$ cat src/rtl/ps2_scancode_rx.sv
// ps2_scancode_rx: PS/2 keyboard receiver feeding the scan-code decoder.
// Synchronises and deglitches ps2_clk/ps2_data, deserialises 11-bit frames,
// folds E0/F0 prefixes into key_ext/key_release, and strobes key_valid once per
// key event. frame_err strobes on a bad stop bit or a mid-frame timeout.
// Optional macro PS2_PARITY_CHECK_EN: when defined, odd parity is also enforced.
module ps2_scancode_rx #(
   parameter int FILTER_LEN     = 8,
   parameter int TIMEOUT_CYCLES = 50000
) (
   input  logic       clk,
   input  logic       rst_n,
   input  logic       ps2_clk,
   input  logic       ps2_data,
   output logic [7:0] key_code,
   output logic       key_valid,
   output logic       key_release,
   output logic       key_ext,
   output logic       frame_err
);

   localparam int FW = (FILTER_LEN > 1) ? $clog2(FILTER_LEN + 1) : 1;
   localparam int TW = $clog2(TIMEOUT_CYCLES + 1);

   typedef enum logic [1:0] {
      IDLE   = 2'd0,
      DATA   = 2'd1,
      PARITY = 2'd2,
      STOP   = 2'd3
   } state_t;

   state_t          state;
   logic [1:0]      clk_sync;
   logic [1:0]      data_sync;
   logic            clk_filt;
   logic [FW-1:0]   filt_cnt;
   logic [2:0]      bit_cnt;
   logic [7:0]      shift;
   logic            e0_flag;
   logic            f0_flag;
   logic [TW-1:0]   to_cnt;
`ifdef PS2_PARITY_CHECK_EN
   logic            parity;
`endif

   logic clk_s;
   logic data_s;
   logic filt_hit;
   logic fall;
   logic frame_good;

   assign clk_s  = clk_sync[1];
   assign data_s = data_sync[1];

   // The filtered clock flips on the FILTER_LEN-th consecutive disagreeing cycle.
   assign filt_hit = (clk_s != clk_filt) && (filt_cnt == FW'(FILTER_LEN - 1));
   // A fall is that flip in the 1->0 direction; it is seen on the same cycle.
   assign fall     = filt_hit && clk_filt;

   // Stop bit is data_s on the STOP-state fall; parity is optional.
`ifdef PS2_PARITY_CHECK_EN
   assign frame_good = data_s && (^{shift, parity});
`else
   assign frame_good = data_s;
`endif

   // Two-flop synchronisers; preset to the idle-high bus level.
   always_ff @(posedge clk) begin
      if (!rst_n) begin
         clk_sync  <= 2'b11;
         data_sync <= 2'b11;
      end else begin
         clk_sync  <= {clk_sync[0], ps2_clk};
         data_sync <= {data_sync[0], ps2_data};
      end
   end

   // Glitch filter: filtered clock follows only sustained level changes.
   always_ff @(posedge clk) begin
      if (!rst_n) begin
         clk_filt <= 1'b1;
         filt_cnt <= '0;
      end else if (clk_s != clk_filt) begin
         if (filt_hit) begin
            clk_filt <= clk_s;
            filt_cnt <= '0;
         end else begin
            filt_cnt <= filt_cnt + 1'b1;
         end
      end else begin
         filt_cnt <= '0;
      end
   end

   // Frame FSM, prefix tracking, timeout and registered output strobes.
   always_ff @(posedge clk) begin
      if (!rst_n) begin
         state       <= IDLE;
         bit_cnt     <= '0;
         shift       <= '0;
         e0_flag     <= 1'b0;
         f0_flag     <= 1'b0;
         to_cnt      <= '0;
`ifdef PS2_PARITY_CHECK_EN
         parity      <= 1'b0;
`endif
         key_code    <= 8'h00;
         key_valid   <= 1'b0;
         key_release <= 1'b0;
         key_ext     <= 1'b0;
         frame_err   <= 1'b0;
      end else begin
         key_valid <= 1'b0;
         frame_err <= 1'b0;
         if (fall) begin
            // A fall always restarts the timeout, even on the expiry cycle.
            to_cnt <= '0;
            case (state)
               IDLE: begin
                  if (!data_s) begin
                     state   <= DATA;
                     bit_cnt <= '0;
                  end
               end
               DATA: begin
                  shift   <= {data_s, shift[7:1]};
                  bit_cnt <= bit_cnt + 1'b1;
                  if (bit_cnt == 3'd7) state <= PARITY;
               end
               PARITY: begin
`ifdef PS2_PARITY_CHECK_EN
                  parity <= data_s;
`endif
                  state  <= STOP;
               end
               STOP: begin
                  state <= IDLE;
                  if (frame_good) begin
                     if (shift == 8'hE0) begin
                        e0_flag <= 1'b1;
                     end else if (shift == 8'hF0) begin
                        f0_flag <= 1'b1;
                     end else begin
                        key_code    <= shift;
                        key_release <= f0_flag;
                        key_ext     <= e0_flag;
                        key_valid   <= 1'b1;
                        e0_flag     <= 1'b0;
                        f0_flag     <= 1'b0;
                     end
                  end else begin
                     frame_err <= 1'b1;
                     e0_flag   <= 1'b0;
                     f0_flag   <= 1'b0;
                  end
               end
               default: state <= IDLE;
            endcase
         end else if (state != IDLE) begin
            // Mid-frame with no clock activity: abort once the budget runs out.
            if (to_cnt == TW'(TIMEOUT_CYCLES - 1)) begin
               state     <= IDLE;
               to_cnt    <= '0;
               frame_err <= 1'b1;
               e0_flag   <= 1'b0;
               f0_flag   <= 1'b0;
            end else begin
               to_cnt <= to_cnt + 1'b1;
            end
         end else begin
            to_cnt <= '0;
         end
      end
   end

endmodule
$ cat config.mk
export PLATFORM = sky130hd
export DESIGN_NAME = ps2_scancode_rx
export DESIGN_NICKNAME = d
export VERILOG_FILES = /design/src/rtl/ps2_scancode_rx.sv
export SDC_FILE = /design/constraint.sdc
export NUM_CORES = 1
export LEC_CHECK = 0
export ABC_AREA = 1
export BUFFER_PORTS_ARGS = -buffer_cell sky130_fd_sc_hd__buf_2
export CORE_ASPECT_RATIO = 1.5
export CORE_MARGIN = 2
export CORE_UTILIZATION = 59
export DETAILED_ROUTE_END_ITERATION = 10
export GPL_TIMING_DRIVEN = 1
export PLACE_DENSITY = 0.78
export SLEW_MARGIN = 20
export SYNTH_ARGS = -nofsm -noshare
export SYNTH_HDL_FRONTEND = slang
export SYNTH_SLANG_ARGS = --single-unit
$ cat constraint.sdc
create_clock -name clk -period 1.7 [get_ports clk]
set_input_delay 0.34 -clock clk [delete_from_list [all_inputs] [get_ports clk]]
set_output_delay 0.34 -clock clk [all_outputs]
set_load 0.005 [all_outputs]
## After elaboration in Yosys (flattened, before gate mapping)

Cells that the tools add are included.
Widths: inputs -> output; s select.

- Muxes and demuxes: 26
- Equality and inequality tests: 15
- Reductions and logical operators: 17
- Bitwise operators: 8
- Add/sub/neg operators: 3

Operators by type and width:

| operator | count |
|---|---|
| $mux 1 | 18 |
| $add 16x1->16 const B | 1 |
| $eq 16x16->1 const B | 1 |
| $eq 8x8->1 const B | 2 |
| $reduce_and 4->1 | 3 |
| $mux 2 | 5 |
| $ne 3x3->1 const B | 3 |
| $not 1->1 | 8 |
| $pmux 2 s4 | 1 |
| $reduce_bool 2->1 | 4 |
| $pmux 3 s2 | 1 |
| $reduce_and 5->1 | 1 |
| $reduce_or 5->1 | 1 |
| $add 4x1->4 const B | 1 |
| $eq 2x2->1 const B | 2 |
| $eq 4x3->1 const B | 1 |
| $ne 4x4->1 const B | 1 |
| $reduce_and 2->1 | 2 |
| $reduce_or 4->1 | 1 |
| $add 3x1->3 const B | 1 |
| $eq 3x3->1 const B | 1 |
| $mux 3 | 1 |
| $reduce_and 3->1 | 1 |
| $reduce_or 3->1 | 1 |
| other kinds (6) | 7 |

- Output and inout port bits: 12
- Register bits after elaboration: 52
- Input bits: 4
- Word-level logic and storage cells: 84

## Depth between registers and ports, before layout

- Depth after elaboration: 6
- Depth in mapped cells: 10
- Depth with buffers taken out: 10

## Worst setup path after synthesis

Ideal clock, no wire load.

- Kind: reg-to-reg
- Start: register filt_cnt[0]
- End: register bit_cnt[2]
- Period minus slack after synthesis: 1.398 ns
- Stages on the path, launching flop included: 11
- Library setup time: 0.137 ns
- Path buffers: 0
- Setup slack: 0.302 ns
- Arrival time: 1.261 ns
- Data required time: 1.563 ns
- Cell sequence: dfxtp_1 -> ha_1 -> nand2_2 -> nor2_4 -> nand2_4 -> clkinv_2 -> nand2_2 -> a21oi_2 -> inv_2 -> nand2_1 -> a21oi_1

- Cells in the longest elaborated chain, start to end: 4

Ends and longest elaborated chain:

| element | RTL line | RTL |
|---|---|---|
| start: declaration | 35 | `logic [FW-1:0] filt_cnt;` |
| start signal: assignment | 87 | `filt_cnt <= filt_cnt + 1'b1;` |
| $eq 4x3->1 | 55 | `assign filt_hit = (clk_s != clk_filt) && (filt_cnt == FW'(FILTER_LEN - 1));` |
| $logic_and 1x1->1 | 55 |  |
| $logic_and 1x1->1 | 57 | `assign fall = filt_hit && clk_filt;` |
| $reduce_and 3->1 (no source line) | -- |  |
| end signal: assignment | 126 | `bit_cnt <= bit_cnt + 1'b1;` |
| end: declaration | 36 | `logic [2:0] bit_cnt;` |

Every way passes these cells.
A chain may end at the register's enable or synchronous reset.

## Final worst setup path

- Start: register filt_cnt[0]
- End: register state[0]

- Cells in the longest elaborated chain, start to end: 5
- Elaborated cells on any way between the ends: 9
- Those cells by class: eq/ne: 3; mux: 1; reduce/logical: 5

Ends and longest elaborated chain:

| element | RTL line | RTL |
|---|---|---|
| $eq 4x3->1 * | 55 |  |
| $logic_and 1x1->1 * | 55 |  |
| $logic_and 1x1->1 * | 57 |  |
| $ne 3x3->1 (no source line) / $reduce_bool 2->1 (equally long branches) | -- |  |
| $reduce_and 4->1 (no source line) | -- |  |
| end signal: assignment | 97 | `state <= IDLE;` |
| end signal: assignment | 120 | `state <= DATA;` |
| end signal: assignment | 127 | `if (bit_cnt == 3'd7) state <= PARITY;` |
| end: declaration | 31 | `state_t state;` |

Every way passes the cells marked *; elsewhere a longest branch is shown, timed or not.

==> flow_summary.json <==
{
  "floorplan.die_area_um2": 4602,
  "dr_wl_met3_um": 118,
  "wl_met2_um": 2455,
  "yosys_warnings": 0,
  "grt_start_max_net_pins": 19,
  "drv_slew": 0,
  "die_y_um": 82.09,
  "crit_top_cell": "sky130_fd_sc_hd__nand2_1",
  "setup_total_negative_slack_ns": 0,
  "r2r-end": "state[0]$_SDFFE_PN0P_",
  "cts_root_buffer": "sky130_fd_sc_hd__clkbuf_8",
  "grt_pass1_vias": 1823,
  "post-synth-top-area-cell": "sky130_fd_sc_hd__dfxtp_1",
  "clk_transition_reported_paths_ns": 0.10,
  "synth_enable_flop_cells": 0,
  "cts_hold_repair.buffers": 0,
  "netlist_instances": 309,
  "cts_buf_count": 5,
  "power.ir.vdd_worst_mv": 0.5498,
  "flow.area_growth_from_synthesis_pct": 10.17,
  "netlist_area_um2": 2399,
  "gpl.final_weighted_congestion": 0.8867,
  "ys_seq_elements": 52,
  "worst_skew_pair.late_latency_ns": 0.31,
  "top_layer_used": "met4",
  "floorplan.initialDensity": 0.6113,
  "final-setup-viol-count": 0,
  "ys_top_cells_by_count": "sky130_fd_sc_hd__nor2_1, sky130_fd_sc_hd__dfxtp_1, sky130_fd_sc_hd__nand2_1, sky130_fd_sc_hd__inv_1, sky130_fd_sc_hd__a21oi_1",
  "globalRoute.totalOverflow": 0,
  "portBuffers": 15,
  "floorplan.die.width_um": 56.06,
  "postLayoutCoreUtil": 0.6735,
  "max_slew.worst_pin.slew_ns": 0.3897,
  "final_min_period_over_clock_period": 0.9369,
  "first_pass_iters": 4,
  "maxCapViolCount": 0,
  "total_leakage_power_nw": 1.110,
  "drive_above_1_share": 0.1988,
  "synth.top_cell.area_share": 0.4340,
  "synth-async-reset-ratio": 0,
  "setup_repair_after_global_routing_missed_its_margin": "no",
  "design.final.nets": 344,
  "cp-startpoint": "filt_cnt[0]$_SDFF_PP0_",
  "max-slew-margin-rel": 0.7402,
  "place.detailed.hpwl_um": 3374,
  "synth_most_common_cell": "sky130_fd_sc_hd__nor2_1",
  "powerDensity_nw_per_um2": 756.7,
  "worst_path_largest_cell_delay_ns": 0.36,
  "cts.sinks": 52,
  "finalWirelength_um": 4532,
  "first_iter_violations": 101,
  "critical_path.endpoint_type": "flip-flop",
  "syn-mean-instance-area_um2": 7.762,
  "detail_route.wl_per_cell_um": 12.02,
  "clock_tree.buffer_depth": 2,
  "sequence_of_cells_on_the_critical_path": "ha_1, nand2_2, nor2_4, nand2_4, nand2_2, nand2_1, nor2_2, nand2_1, nand2_1, a21oi_1",
  "yosysSeqAreaShare": 0.4340,
  "r2r.worst_path.cells": 10,
  "grt_pass1_wl_um": 7583,
  "hold_viol": 0,
  "std_cell_rows": 28,
  "timing.critical_path.from_type": "flip-flop",
  "worst_clock_skew_ns": 0.01144,
  "timing_worst_setup_path_type": "flip-flop to flip-flop",
  "synth_top_cells_by_area": "sky130_fd_sc_hd__dfxtp_1, sky130_fd_sc_hd__nor2_1, sky130_fd_sc_hd__nand2_1",
  "remaining_drc_errors": 0,
  "run_status": "completed",
  "antenna_left": 0,
  "via_per_inst": 5.188,
  "top_level_port_count": 16,
  "period_needed_ns": 1.593,
  "cts_max_level": 2,
  "fin_cells": 377,
  "reg2reg_setup_slack_ns": 0.11,
  "maxClockFrequency_mhz": 627.9,
  "inst_count_dp": 368,
  "synthesis.nets": 322,
  "total_vias_in_the_final_route": 1956,
  "grt_antenna_before_repair": 0,
  "cp.arrival_ns": 1.80,
  "antenna_cells": 0,
  "coreArea_um2": 3924,
  "r2r_start": "filt_cnt[0]$_SDFF_PP0_",
  "hp-class": "primary input to flip-flop",
  "synthFlopType": "sky130_fd_sc_hd__dfxtp_1",
  "path_max_fanout": 6,
  "crit_required_ns": 1.90,
  "post_synth_num_cell_types": 37,
  "worst_setup_path_endpoint": "state[0]$_SDFFE_PN0P_",
  "critical-path-slowest-cell": "sky130_fd_sc_hd__dfxtp_2",
  "cts_tree": "done",
  "drt-met1-wl_um": 1853,
  "globalRouteTotalUtil": 0.2082
}
[power breakdown]
part,internal (W),switching (W)
combinational,0.0000129,0.0000219
clock,0.000303,0.000435
sequential,0.00122,0.00000422
[sequential cells by signal, summed over array words and instances, names as in the netlist, 2 cells and up]
signal     count
bit_cnt        3
clk_sync       2
data_sync      2
filt_cnt       4
key_code       8
shift          8
state          2
to_cnt        16
[worst max-delay path, delay by kind of cell, from the launching register on]
family	cells	cell delay, ns
adders and majority gates	1	0.19
AOI/OAI and AO/OA	1	0.05
DFF	1	0.36
and+or+nand+nor	8	0.87
[repair_timing]
item                                    in CTS  in global routing
gates resized for setup                      0                  2
hold endpoints to repair                     0                  0
endpoints found under the setup margin       0                  6
setup buffers                                0                  1
[per-layer routing]
layer,global-route usage,vias to the layer above
li1,-,1028
met1,0.2207,887
met2,0.4071,31
met3,0.03427,10
met4,0.08333,0
met5,0,-
[stage by stage]
| stage | hold slack [ns] | total power (W) | worst slack (ns) | area, µm² |
|---|---|---|---|---|
| floorplan | 0.3925 | 0.001275 | 0.3020 | 2399 |
| global placement | 0.3944 | 0.001289 | 0.1594 | 2536 |
| detailed placement | 0.4044 | 0.001290 | 0.1222 | 2536 |
| CTS | 0.1991 | 0.002011 | 0.07834 | 2631 |
| global route | 0.1932 | 0.002059 | 0.01721 | 2643 |
| finish | 0.2023 | 0.002000 | 0.1073 | 2643 |
[layout make-up]
| class | count | area [µm²] |
|---|---|---|
| sequential | 52 | 1042 |
| inverter | 36 | 141.4 |
| tap | 45 | 56.30 |
| clock buffer | 5 | 68.82 |
| multi-input combinational | 217 | 1202 |
| clock inverter | 3 | 26.28 |
| fill | 345 | 1281 |
| timing repair buffer | 19 | 105.1 |
[cells by family after synthesis]
| logic type | after synthesis | share of synthesized area |
|---|---|---|
| compound gates | 41 | 0.09233 |
| xor+xnor | 4 | 0.01461 |
| fa+ha+maj | 9 | 0.04695 |
| buf+inv | 40 | 0.06572 |
| flops | 52 | 0.4340 |
| simple gates | 163 | 0.3464 |
[worst min path at each step]
stage / start / slack (ns) / cells past startpoint / to
finish: ps2_data / 0.20 / 2 / data_sync[0]$_SDFF_PN1_
global route: ps2_data / 0.19 / 2 / data_sync[0]$_SDFF_PN1_
CTS: ps2_data / 0.20 / 2 / data_sync[0]$_SDFF_PN1_
detailed placement: data_sync[0]$_SDFF_PN1_ / 0.40 / 1 / data_sync[1]$_SDFF_PN1_
global placement: data_sync[0]$_SDFF_PN1_ / 0.39 / 1 / data_sync[1]$_SDFF_PN1_
floorplan: clk_sync[0]$_SDFF_PN1_ / 0.39 / 1 / clk_sync[1]$_SDFF_PN1_
[layout by cell type, fill, tap and decap left out, drive strengths merged, types with 2 or more instances in the layout]
| cell type | n |
|---|---|
| a21oi | 24 |
| buf | 19 |
| clkbuf | 5 |
| clkinv | 4 |
| dfxtp | 52 |
| ha | 9 |
| inv | 35 |
| nand2 | 55 |
| nand3 | 12 |
| nand4 | 6 |
| nor2 | 67 |
| nor3 | 11 |
| nor3b | 2 |
| o21ai | 14 |
| or2 | 9 |
| xor2 | 3 |
Note: power is estimated with default switching activity, not from simulation.
